`src/rtl/pcounter_stack.sv`:
```
// Program counter with a hardware return-address stack.
// Ports: clk, rst (async, active-high); command strobes enable/jump/branch/call/ret
// in fixed priority ret > call > jump > branch > enable; out_enable gates pc
// onto bus_out; bus_in carries target or signed offset; pc, depth,
// stack_empty, stack_full and sticky fault report registered state.
module pcounter_stack #(
    parameter int                         ADDRESS_WIDTH = 4,
    parameter int                         STACK_DEPTH   = 4,
    parameter logic [ADDRESS_WIDTH-1:0]   RESET_VECTOR  = '0,
    localparam int                        DW = $clog2(STACK_DEPTH + 1)
) (
    input  logic                     clk,
    input  logic                     rst,
    input  logic                     enable,
    input  logic                     jump,
    input  logic                     branch,
    input  logic                     call,
    input  logic                     ret,
    input  logic                     out_enable,
    input  logic [ADDRESS_WIDTH-1:0] bus_in,
    output logic [ADDRESS_WIDTH-1:0] bus_out,
    output logic [ADDRESS_WIDTH-1:0] pc,
    output logic [DW-1:0]            depth,
    output logic                     stack_empty,
    output logic                     stack_full,
    output logic                     fault
);

    localparam int IW = (STACK_DEPTH > 1) ? $clog2(STACK_DEPTH) : 1;
    localparam logic [DW-1:0] FULL_DEPTH = DW'(STACK_DEPTH);
    localparam logic [DW-1:0] ONE_DEPTH  = DW'(1);

    logic [ADDRESS_WIDTH-1:0] stack_mem [STACK_DEPTH];

    logic [ADDRESS_WIDTH-1:0] pc_inc;
    logic [ADDRESS_WIDTH-1:0] pc_next;
    logic [DW-1:0]            depth_next;
    logic [DW-1:0]            depth_m1;
    logic [IW-1:0]            push_idx;
    logic [IW-1:0]            pop_idx;
    logic                     fault_next;
    logic                     push;

    assign pc_inc   = pc + 1'b1;
    assign depth_m1 = depth - ONE_DEPTH;
    assign push_idx = depth[IW-1:0];
    assign pop_idx  = depth_m1[IW-1:0];

    assign stack_empty = (depth == '0);
    assign stack_full  = (depth == FULL_DEPTH);
    assign bus_out     = out_enable ? pc : '0;

    // Only the highest-priority strobe acts; the rest are ignored.
    always_comb begin
        pc_next    = pc;
        depth_next = depth;
        fault_next = fault;
        push       = 1'b0;
        if (ret) begin
            if (stack_empty) begin
                fault_next = 1'b1;
            end else begin
                pc_next    = stack_mem[pop_idx];
                depth_next = depth_m1;
            end
        end else if (call) begin
            if (stack_full) begin
                fault_next = 1'b1;
            end else begin
                push       = 1'b1;
                pc_next    = bus_in;
                depth_next = depth + ONE_DEPTH;
            end
        end else if (jump) begin
            pc_next = bus_in;
        end else if (branch) begin
            // Same-width add is the sign-extended add modulo 2^W.
            pc_next = pc + bus_in;
        end else if (enable) begin
            pc_next = pc_inc;
        end
    end

    always_ff @(posedge clk or posedge rst) begin
        if (rst) begin
            pc    <= RESET_VECTOR;
            depth <= '0;
            fault <= 1'b0;
        end else begin
            pc    <= pc_next;
            depth <= depth_next;
            fault <= fault_next;
        end
    end

    // Entries are not reset; nothing above depth is ever read.
    always_ff @(posedge clk) begin
        if (push && !rst) begin
            stack_mem[push_idx] <= pc_inc;
        end
    end

endmodule

```
`config.mk`:
```
export PLATFORM = sky130hd
export DESIGN_NAME = pcounter_stack
export DESIGN_NICKNAME = d
export VERILOG_FILES = /design/src/rtl/pcounter_stack.sv
export SDC_FILE = /design/constraint.sdc
export NUM_CORES = 1
export LEC_CHECK = 0
export ABC_AREA = 1
export BUFFER_PORTS_ARGS = -buffer_cell sky130_fd_sc_hd__buf_2
export CAP_MARGIN = 40
export CORE_ASPECT_RATIO = 0.7
export CORE_UTILIZATION = 50
export DETAILED_ROUTE_END_ITERATION = 10
export GPL_ROUTABILITY_DRIVEN = 0
export PLACE_DENSITY = 0.83
export SYNTH_ARGS = -nofsm -noshare
export SYNTH_HDL_FRONTEND = slang
export SYNTH_SLANG_ARGS = --single-unit
```
`constraint.sdc`:
```
create_clock -name clk -period 1.6 [get_ports clk]
set_input_delay 0.08 -clock clk [delete_from_list [all_inputs] [get_ports clk]]
set_output_delay 0.08 -clock clk [all_outputs]
set_load 0.01 [all_outputs]
```
Word-level counts from Yosys, hierarchy flattened
Memories as Yosys holds them, arrays and structs flattened.
Cells that the tools add are included.
{"block": "word_totals", "n_memories": 1, "output_inout_bits": 14, "inputBits": 12, "mem_bits_rw": 16, "regBits": 8}
{"memory": "stack_mem", "words": 4, "word_bits": 4, "read_ports": 1, "rd_ports_with_merged_regs": 0, "wr": 1, "line_no": "33", "text": "logic [ADDRESS_WIDTH-1:0] stack_mem [STACK_DEPTH];"}
{"block": "op_classes", "mux": 21, "addsub": 4, "n_reduce_logical": 9, "n_eq_ne": 5}
{"operator": "4-bit two-way mux", "count": 8}
{"operator": "3-bit two-way mux", "count": 4}
{"operator": "1-bit two-way mux", "count": 9}
{"operator": "3-bit AND reduction", "count": 3}
{"operator": "5-bit nonzero test", "count": 1}
{"operator": "4-bit by 1-bit adder with 4-bit output, second input constant", "count": 1}
{"operator": "4-bit adder", "count": 1}
{"operator": "2-bit inequality test, second input constant", "count": 2}
{"operator": "2-bit nonzero test", "count": 2}
{"operator": "3-bit by 1-bit adder with 3-bit output, second input constant", "count": 1}
{"operator": "3-bit == test, second input constant", "count": 1}
{"operator": "3-bit zero test", "count": 1}
{"operator": "3-bit inequality test, second input constant", "count": 1}
{"operator": "3-bit by 1-bit subtractor with 3-bit output, second input constant", "count": 1}
{"operator": "2-bit by 1-bit inequality test with 1-bit output, second input constant", "count": 1}
{"operator": "1-bit logical AND", "count": 1}
{"operator": "1-bit zero test", "count": 1}

Logic depth before layout (Yosys ltp)
Gate-level depths: netlist of the first run.
{"block": "depth", "word_depth": 7, "ltp_mapped": 12, "ltp_nobuf": 11}

Worst setup path before layout of the first run
Ideal clock, no wire load.
{"block": "synth_timing", "path_kind": "register to register", "startpoint": "register depth[0]", "endpoint": "memory stack_mem[0][0] (enable)", "path_stages_with_launch": 7, "slack_ns": -0.069, "synth_period_minus_slack_ns": 1.669, "required_ns": 1.271, "t_arrival_ns": 1.340, "setup_time_ns": 0.329, "cell_sequence": "dfrtp_1 -> buf_6 -> inv_2 -> ha_1 -> nand2_2 -> nand4_1 -> nor2_1"}
{"block": "synth_between", "elab_chain_len": 7}
{"element": "from (decl)", "line_no": "23", "text": "output logic [DW-1:0] depth,"}
{"element": "from (signal assigned)", "line_no": "91", "text": "depth <= depth_next;"}
{"element": "3-bit == test", "line_no": "50", "text": "assign stack_full = (depth == FULL_DEPTH);"}
{"element": "1-bit two-way mux", "line_no": "67", "text": "if (stack_full) begin"}
{"element": "1-bit two-way mux", "line_no": "66", "text": "end else if (call) begin"}
{"element": "1-bit two-way mux", "line_no": "59", "text": "if (ret) begin"}
{"element": "1-bit logical AND", "line_no": "98", "text": "if (push && !rst) begin"}
{"element": "1-bit two-way mux", "line_no": "98"}
{"element": "1-bit two-way mux (implied by the code)", "line_no": "99", "text": "stack_mem[push_idx] <= pc_inc;"}
{"element": "to (decl)", "line_no": "33"}
Parallel ways exist; a longest one is shown, timed or not.

Worst setup path in the final report of the first run
{"block": "layout_timing", "startpoint": "register pc[0]", "endpoint": "register pc[1]"}
{"block": "layout_between", "elab_chain_len": 6}
{"element": "from (decl)", "line_no": "22", "text": "output logic [ADDRESS_WIDTH-1:0] pc,"}
{"element": "from (signal assigned)", "line_no": "90", "text": "pc <= pc_next;"}
{"element": "4-bit by 1-bit adder with 4-bit output", "line_no": "44", "text": "assign pc_inc = pc + 1'b1;"}
{"element": "4-bit two-way mux", "line_no": "79", "text": "end else if (enable) begin"}
{"element": "4-bit two-way mux (*)", "line_no": "76", "text": "end else if (branch) begin"}
{"element": "4-bit two-way mux (*)", "line_no": "74", "text": "end else if (jump) begin"}
{"element": "4-bit two-way mux (*)", "line_no": "66"}
{"element": "4-bit two-way mux (*)", "line_no": "59"}
Mark *: on every way between the ends. The rest lies on a longest branch, timed or not. The select of a mux whose other input is x is not followed.
A chain may end at the register's enable or synchronous reset.

==> results.sh, run 1 <==
export IMPL_final_setup_worst_slack_ps=45.5
export IMPL_use_met3_pct=6.43
export IMPL_synth_fp_nets=193
export IMPL_rows=16
export IMPL_area_growth_pct=25.8
export IMPL_syn_inst=171
export IMPL_stdcell_count=247
export IMPL_cts_buffers_inserted=3
export IMPL_routed_wl_um=3400
export IMPL_fmax_mhz=643
export IMPL_critPathKind="reg2reg"
export IMPL_register_area_um2=682
export IMPL_port_buffers=25
export IMPL_final_net_count=234
export IMPL_pre_cts_ws_ps=44.6
export IMPL_yosysSeqAreaShare_pct=45.7
export IMPL_cp_required_ps=1820
export IMPL_final_max_slew_viol_count=0
export IMPL_grt_max_degree=15
export IMPL_multiInputGateArea_um2=733
export IMPL_maxCapViolCount=0
export IMPL_drtAntennaViolNets=0
export IMPL_fin_area_mm2=0.00187
export IMPL_p_per_area_mw_per_mm2=1850
export IMPL_via_per_inst=5.09
export IMPL_vias=1257
export IMPL_drive_gt1_share_pct=33.2
export IMPL_crit_fanout=2
export IMPL_arrival_ps=1770
export IMPL_synth_area_top_cells="edfxtp_1, dfrtp_1, nand2_1"
export IMPL_finalCriticalPeriod_ps=1550
export IMPL_grt_overflow=0
export IMPL_routedWlPerCell_um=13.8
export IMPL_tightest_slew_ps=260
export IMPL_cts_reportedPaths_clkPinSlew_ps=90
export IMPL_hp_class="in2reg"
export IMPL_status="finished clean"
export IMPL_worst_hold_slack_ps=144
export IMPL_yosysUniqueCellTypes=27
export IMPL_grt_pass1_wl_um=5060
export IMPL_synth_area_per_cell_um2=8.71
export IMPL_die_h_um=47.7
export IMPL_clk_latency_ps=270
export IMPL_cts_max_path_buffers=2
export IMPL_peakVddDrop_mv=0.844
export IMPL_p_leak_nw=0.902
export IMPL_fill_cells=232
export IMPL_cts_root_buf="clkbuf_8"
export IMPL_core_mm2=0.00280
export IMPL_drtPass1Iterations=4
export IMPL_finalPower_mw=3.47
export IMPL_ys_ff_latch=24
export IMPL_grtUsageTotal_pct=23.5
export IMPL_grt_pass1_vias=992
export IMPL_rrSetupSlack_ps=50
export IMPL_grt_setup_unrepaired="yes"
export IMPL_cts_tree="built"
export IMPL_dp_hpwl_um=2660
export IMPL_start_util_pct=53.1
export IMPL_die_w_um=67.2
export IMPL_synth_area_leader_cell="edfxtp_1"
export IMPL_top_level_ports=26
export IMPL_drt_iter0_markers=105
export IMPL_placed_cell_area_mm2=0.00176
export IMPL_drc_errors=0
export IMPL_antennaDiodeCount=0
export IMPL_die_area_mm2=0.00320
export IMPL_hold_viol=0
export IMPL_antenna_found_initial=0
export IMPL_top_usage_layer="met1"
export IMPL_synth_warnings=0
export IMPL_placed_cells=241
export IMPL_endpoint_kind="flip-flop"
export IMPL_synthesis_area_mm2=0.00149
export IMPL_met1_usage_pct=36.6
export IMPL_setup_tns_ps=0
export IMPL_start_kind="flip-flop"
export IMPL_finalSetupViolCount=0
export IMPL_cts_max_level=1
export IMPL_clock_sinks=24
export IMPL_synth_top_area_share_pct=32.3
export IMPL_finalCoreUtilization_pct=66.8
export IMPL_relSlewSlack_pct=82.5
export IMPL_fin_crit_sh_pct=97.2
export IMPL_fin_skew_ps=7.57
export IMPL_use_met2_pct=32.6
[kinds of logic (layout without fill, tap and decap cells)]
family / Yosys count / after routing / synth area share, %
AO/OA/AOI/OAI: 20 / 20 / 7.90
XOR/XNOR: 4 / 4 / 2.35
adder cells (fa/ha/maj): 10 / 10 / 8.91
buffers and inverters: 29 / 69 / 8.82
flip-flops: 24 / 24 / 45.7
AND/OR/NAND/NOR: 84 / 84 / 26.3
[metal layers]
layer	share of wire (%)	wire length (um)	vias up
met5	0	0	-
met4	0.88	30	0
met3	5.5	186	4
met2	42	1440	39
met1	51	1740	588
li1	-	-	626
[layout make-up]
cell class                      instances  share of cell area [%]
Clock buffer                            3                    2.20
Clock inverter                          1                    1.60
Inverter                               27                    6.21
Multi-Input combinational cell        118                    39.1
Sequential cell                        24                    36.4
Tap cell                               36                    2.40
Timing Repair Buffer                   38                    12.0
[sequential cells by signal, summed over array words and instances, names as in the netlist]
name	count
depth	3
fault	1
pc	4
stack_mem	16
[synthesized netlist by cell type (all sizes together)]
| cell | number |
|---|---|
| buf | 2 |
| o221ai | 1 |
| or2 | 3 |
| ha | 9 |
| nor3 | 1 |
| dfrtp | 8 |
| nor2 | 27 |
| nand2 | 42 |
| nand4 | 2 |
| xnor2 | 2 |
| inv | 27 |
| edfxtp | 16 |
| a21oi | 6 |
| nand3b | 1 |
| fa | 1 |
| xor2 | 2 |
| o21ai | 12 |
| o211ai | 1 |
| nand3 | 8 |
[worst max-delay path: stages, from the launching register on]
cell and delay [ps]:
dfrtp_2 440, ha_4 170, inv_2 50, fa_2 410, nand2_1 70, nand2_1 60
o221ai_2 160, nand3_1 80, nand2_1 70
[what timing repair did]
| action | CTS | global route |
|---|---|---|
| hold buffers | 1 | 0 |
| resized for setup | 0 | 6 |
| hold endpoints to repair | 8 | 0 |
| buffers inserted | 0 | 1 |
| endpoints found under the setup margin | 0 | 2 |
[path summary, 6_finish.rpt]
check,startpoint,to,depth (start not counted)
setup reg to reg,pc[0],pc[1],8
setup / recovery,pc[0],pc[1],8
hold reg to reg,fault,fault,1
min in group asynchronous,rst,fault,4
max in group asynchronous,rst,pc[0],4
hold / removal,bus_in[3],pc[3],5
[power by group]
group,internal (mW),switching [mW]
registers,0.890,0.122
clock network,0.335,0.198
logic,0.799,1.12
[cells in the final DEF, fill, tap and decap left out, types with 2 or more instances in the layout]
cell and n:
a21oi_1 5, buf_2 25, buf_4 12, clkbuf_8 3, dfrtp_1 7, edfxtp_1 16
ha_1 7, ha_4 2, inv_1 23, inv_2 2, inv_8 2, nand2_1 39
nand2_4 3, nand3_1 8, nand4_1 2, nor2_1 18, nor2_2 6, nor2_4 3
o21ai_0 10, o21ai_2 2, or2_2 3, xnor2_1 2
(Power assumes the default switching activity.)
==> run 2: changes to the inputs <==
Settings changed: SETUP_SLACK_MARGIN from default to 0.1.
==> results.sh, run 2 (same netlist as run 1, synthesis figures left out) <==
export IMPL_fin_crit_sh_pct=95.5
export IMPL_grt_pass1_wl_um=5020
export IMPL_rrSetupSlack_ps=70
export IMPL_largest_register_ffs=16
export IMPL_tightest_slew_ps=290
export IMPL_finalCriticalPeriod_ps=1530
export IMPL_critPathKind="reg2reg"
export IMPL_rows=16
export IMPL_drc_errors=0
export IMPL_finalPower_mw=3.65
export IMPL_crit_chain="ha_4, inv_2, fa_2, nand2_1, nand2_1, o221ai_2, nand3_1, nand2_1"
export IMPL_fill_cells=219
export IMPL_peakVddDrop_mv=0.869
export IMPL_start_util_pct=53.1
export IMPL_cts_buffers_inserted=3
export IMPL_placed_cell_area_mm2=0.00177
export IMPL_via_per_inst=5.08
export IMPL_hold_start="bus_in[3]"
export IMPL_die_w_um=67.2
export IMPL_area_growth_pct=30.4
export IMPL_cts_root_buf="clkbuf_8"
export IMPL_grtUsageTotal_pct=22.6
export IMPL_cts_tree="built"
export IMPL_finalSetupViolCount=0
export IMPL_dr_max_layer_used="met4"
export IMPL_r2r_end="pc[1]"
export IMPL_fmax_mhz=655
export IMPL_final_net_count=236
export IMPL_grt_pass1_vias=1039
export IMPL_wl_met2_um=1590
export IMPL_drt_iter0_markers=72
export IMPL_routed_wl_um=3620
export IMPL_routedWlPerCell_um=14.5
export IMPL_arrival_ps=1740
export IMPL_antenna_found_initial=0
export IMPL_start_kind="flip-flop"
export IMPL_endpoint_kind="flip-flop"
export IMPL_p_int_mw=2.11
export IMPL_clock_sinks=24
export IMPL_top_regs="stack_mem: 16 flops, pc: 4 flops, depth: 3 flops"
export IMPL_hp_class="in2reg"
export IMPL_p_leak_nw=0.912
export IMPL_critPathMostFrequentCell="nand2_1"
export IMPL_hold_viol=0
export IMPL_grt_setup_unrepaired="yes"
export IMPL_p_per_area_mw_per_mm2=1880
export IMPL_comb_power_share_pct=57.0
export IMPL_status="finished clean"
export IMPL_reg2regPathDepth=8
export IMPL_core_mm2=0.00280
export IMPL_switching_share_pct=42.1
export IMPL_die_area_mm2=0.00320
export IMPL_layout_common_cells="nand2_1, buf_2, inv_1, nor2_1, edfxtp_1"
export IMPL_p_sw_mw=1.54
export IMPL_cts_max_level=1
export IMPL_register_area_um2=684
export IMPL_vias=1266
export IMPL_drtPass1Iterations=4
export IMPL_drt_met1_wl_um=1700
export IMPL_maxCapViolCount=0
export IMPL_clock_power_share_pct=14.5
export IMPL_cts_reportedPaths_clkPinSlew_ps=90
export IMPL_finalCoreUtilization_pct=69.3
export IMPL_top_level_ports=26
export IMPL_final_max_slew_viol_count=0
export IMPL_die_h_um=47.7
export IMPL_port_buffers=25
export IMPL_slowest_stage="dfrtp_2"
export IMPL_drive_gt1_share_pct=37.6
export IMPL_drtAntennaViolNets=0
export IMPL_fin_area_mm2=0.00194
export IMPL_antennaDiodeCount=0
export IMPL_min_to="pc[3]"
export IMPL_final_common_cell="nand2_1"
export IMPL_dp_hpwl_um=2680
export IMPL_pwr_share_seq_pct=28.5
export IMPL_cts_max_path_buffers=2
export IMPL_grt_overflow=0
export IMPL_timing_rr_start="pc[0]"
export IMPL_cp_required_ps=1810
export IMPL_crit_fanout=2
export IMPL_fin_skew_ps=7.49
export IMPL_critPathMaxStageDelay_ps=430
export IMPL_relSlewSlack_pct=80.7
export IMPL_route_met3_wl_um=305
export IMPL_top_register="stack_mem"
export IMPL_grt_max_degree=15
export IMPL_min_path_cells=5
export IMPL_clk_latency_ps=270
export IMPL_multiInputGateArea_um2=781
==> run 2: area by class of cell <==
cell class / count / area share (%)
multi-input combinational: 118 / 40.2
clock buffer: 3 / 2.13
inverter: 27 / 5.99
timing repair buffer: 40 / 12.6
clock inverter: 1 / 1.55
tap: 36 / 2.32
sequential: 24 / 35.2
==> run 2: how the worst max path moves through the flow <==
stage	from	depth (start not counted)	to
2_1_floorplan	depth[0]	6	stack_mem[0][0]
3_3_place_gp	pc[0]	8	pc[1]
3_5_place_dp	pc[0]	8	pc[1]
4_1_cts	pc[0]	10	pc[2]
5_1_grt	pc[0]	8	pc[1]
6_report	pc[0]	8	pc[1]
==> run 2: power by group through the flow <==
stage,logic [mW],clock network [mW],registers [mW]
after floorplan,1.11,0,1.09
after global placement,1.77,0,1.03
after detailed placement,1.81,0,1.03
after CTS,1.84,0.544,1.02
after global routing,2.30,0.564,1.05
final,2.08,0.529,1.04
==> run 2: through the flow <==
step	TNS (ps)	instances	hold WS, ps	worst slack [ps]
floorplan	-262	171	-96.2	-29.7
finish	0	249	161	72.6
global placement	0	241	84.3	117
global route	-41.3	249	166	-41.3
CTS	0	246	153	85.6
detailed placement	0	241	88.0	89.9
==> run 2: critical path: cells and delay by family, from the launching register on <==
family	cells	cell delay, ps
DFF	1	430
adders and majority gates	2	590
and+or+nand+nor	4	280
AOI/OAI and AO/OA	1	130
buffers and inverters	1	50
==> run 2: timing repair <==
item,4_1_cts,5_1_grt
setup buffers,0,3
hold buffers,1,0
endpoints found under the setup margin,10,21
pin swaps,0,14
hold endpoints to repair,8,0
resized for setup,2,16
==> run 2: layer usage <==
metal	vias up	global-route usage, %
li1	629	-
met1	581	35.2
met2	54	32.6
met3	2	5.00
met4	0	3.83
met5	-	0
==> run 3: changes to the inputs <==
Settings changed: MAX_ROUTING_LAYER from default to met4, RECOVER_POWER from default to 100.
==> results.sh, run 3 (same netlist as run 1, synthesis figures left out) <==
export IMPL_finalCoreUtilization_pct=68.9
export IMPL_finalSetupViolCount=0
export IMPL_core_mm2=0.00280
export IMPL_pre_cts_ws_ps=89.9
export IMPL_drtAntennaViolNets=0
export IMPL_layout_common_cells="nand2_1, buf_2, inv_1, nor2_1, edfxtp_1"
export IMPL_die_area_mm2=0.00320
export IMPL_port_buffers=25
export IMPL_fin_crit_sh_pct=95.6
export IMPL_grt_pass1_wl_um=5020
export IMPL_drtPass1Iterations=4
export IMPL_crit_fanout=2
export IMPL_fmax_mhz=654
export IMPL_cts_max_level=1
export IMPL_peakVddDrop_mv=0.880
export IMPL_hold_start="bus_in[3]"
export IMPL_endpoint_kind="flip-flop"
export IMPL_finalPower_mw=3.63
export IMPL_final_max_slew_viol_count=0
export IMPL_routedWlPerCell_um=14.5
export IMPL_pwr_share_seq_pct=28.5
export IMPL_tightest_slew_ps=516
export IMPL_area_growth_pct=29.7
export IMPL_start_kind="flip-flop"
export IMPL_top_regs="stack_mem: 16 flops, pc: 4 flops, depth: 3 flops"
export IMPL_final_net_count=236
export IMPL_cts_root_buf="clkbuf_8"
export IMPL_comb_power_share_pct=56.8
export IMPL_hp_class="in2reg"
export IMPL_final_common_cell="nand2_1"
export IMPL_finalCriticalPeriod_ps=1530
export IMPL_clk_latency_ps=270
export IMPL_dp_hpwl_um=2680
export IMPL_p_per_area_mw_per_mm2=1880
export IMPL_grt_setup_unrepaired="yes"
export IMPL_maxCapViolCount=0
export IMPL_p_int_mw=2.09
export IMPL_grt_pass1_vias=1036
export IMPL_arrival_ps=1740
export IMPL_final_setup_worst_slack_ps=70.4
export IMPL_setup_tns_ps=0
export IMPL_worstSetupStartpoint="pc[0]"
export IMPL_drt_iter0_markers=68
export IMPL_clock_sinks=24
export IMPL_largest_register_ffs=16
export IMPL_antennaDiodeCount=0
export IMPL_cts_reportedPaths_clkPinSlew_ps=90
export IMPL_routed_wl_um=3610
export IMPL_top_register="stack_mem"
export IMPL_status="finished clean"
export IMPL_p_leak_nw=0.901
export IMPL_fin_skew_ps=4.89
export IMPL_timing_rr_start="pc[0]"
export IMPL_cts_tree="built"
export IMPL_drive_gt1_share_pct=35.7
export IMPL_die_w_um=67.2
export IMPL_start_util_pct=53.1
export IMPL_antenna_found_initial=0
export IMPL_p_sw_mw=1.54
export IMPL_grt_max_degree=15
export IMPL_worst_hold_slack_ps=161
export IMPL_relSlewSlack_pct=65.6
export IMPL_hold_viol=0
export IMPL_via_per_inst=5.13
export IMPL_die_h_um=47.7
export IMPL_grt_overflow=0
export IMPL_clock_power_share_pct=14.7
export IMPL_cp_required_ps=1810
export IMPL_drc_errors=0
export IMPL_vias=1277
export IMPL_critPathKind="reg2reg"
export IMPL_switching_share_pct=42.3
export IMPL_top_level_ports=26
export IMPL_cts_buffers_inserted=3
export IMPL_cts_max_path_buffers=2
export IMPL_rows=16
export IMPL_grtUsageTotal_pct=23.5
## run 3: cell count changes in the layout (fill, tap and decap cells not counted)
cell,previous run,this run
buf_2,25,23
buf_4,13,11
clkbuf_1,0,4
## run 3: path summary, 6_finish.rpt
check,to,slack [ps],cells past startpoint
min,pc[3],160,5
max,pc[1],70,8
min reg2reg,fault,480,1
max in group asynchronous,pc[0],760,4
max reg2reg,pc[1],70,8
min in group asynchronous,fault,460,4
## run 3: through the flow
| step | instance area (um^2) | cells |
|---|---|---|
| after global placement | 1770 | 241 |
| after detailed placement | 1770 | 241 |
| after floorplan | 1540 | 171 |
| final | 1930 | 249 |
| after CTS | 1860 | 246 |
| after global routing | 1930 | 249 |
## run 3: power groups by stage
| stage | Combinational (mW) | Clock, mW | Sequential, mW |
|---|---|---|---|
| 6_report | 2.06 | 0.534 | 1.04 |
| 5_1_grt | 2.28 | 0.564 | 1.05 |
| 4_1_cts | 1.84 | 0.544 | 1.02 |
| 3_5_place_dp | 1.81 | 0 | 1.03 |
| 3_3_place_gp | 1.77 | 0 | 1.03 |
| 2_1_floorplan | 1.11 | 0 | 1.09 |
## run 3: final cells by class
cell class | instances | area, um^2
clock buffers | 3 | 41.3
inverters | 27 | 116
fillers | 225 | 871
multi-input cells | 118 | 781
flip-flops and latches | 24 | 684
well taps | 36 | 45.0
clock inverters | 1 | 30.0
repair buffers | 40 | 234
## run 3: critical path, stage by stage, from the launching register on
cell and delay [ps]:
dfrtp_2 430, ha_4 170, inv_2 50, fa_2 420, nand2_1 70, nand2_1 60, o221ai_2 130, nand3_1 90
nand2_1 60
## run 3: what timing repair did
| action | CTS | global route |
|---|---|---|
| endpoints found under the hold margin | 8 | 0 |
| pin swaps | 0 | 14 |
| setup buffers | 0 | 3 |
| hold buffers | 1 | 0 |
| setup endpoints to repair | 10 | 21 |
| resized for setup | 2 | 16 |
## run 3: routing by layer
metal | up-vias | global-route usage [%] | wire [um] | part of all wire [%]
met3 | 6 | 5.00 | 249 | 6.9
met4 | 0 | 3.83 | 36 | 1.0
met5 | - | - | 0 | 0
li1 | 629 | - | - | -
met2 | 51 | 32.6 | 1560 | 43
met1 | 591 | 35.4 | 1770 | 49
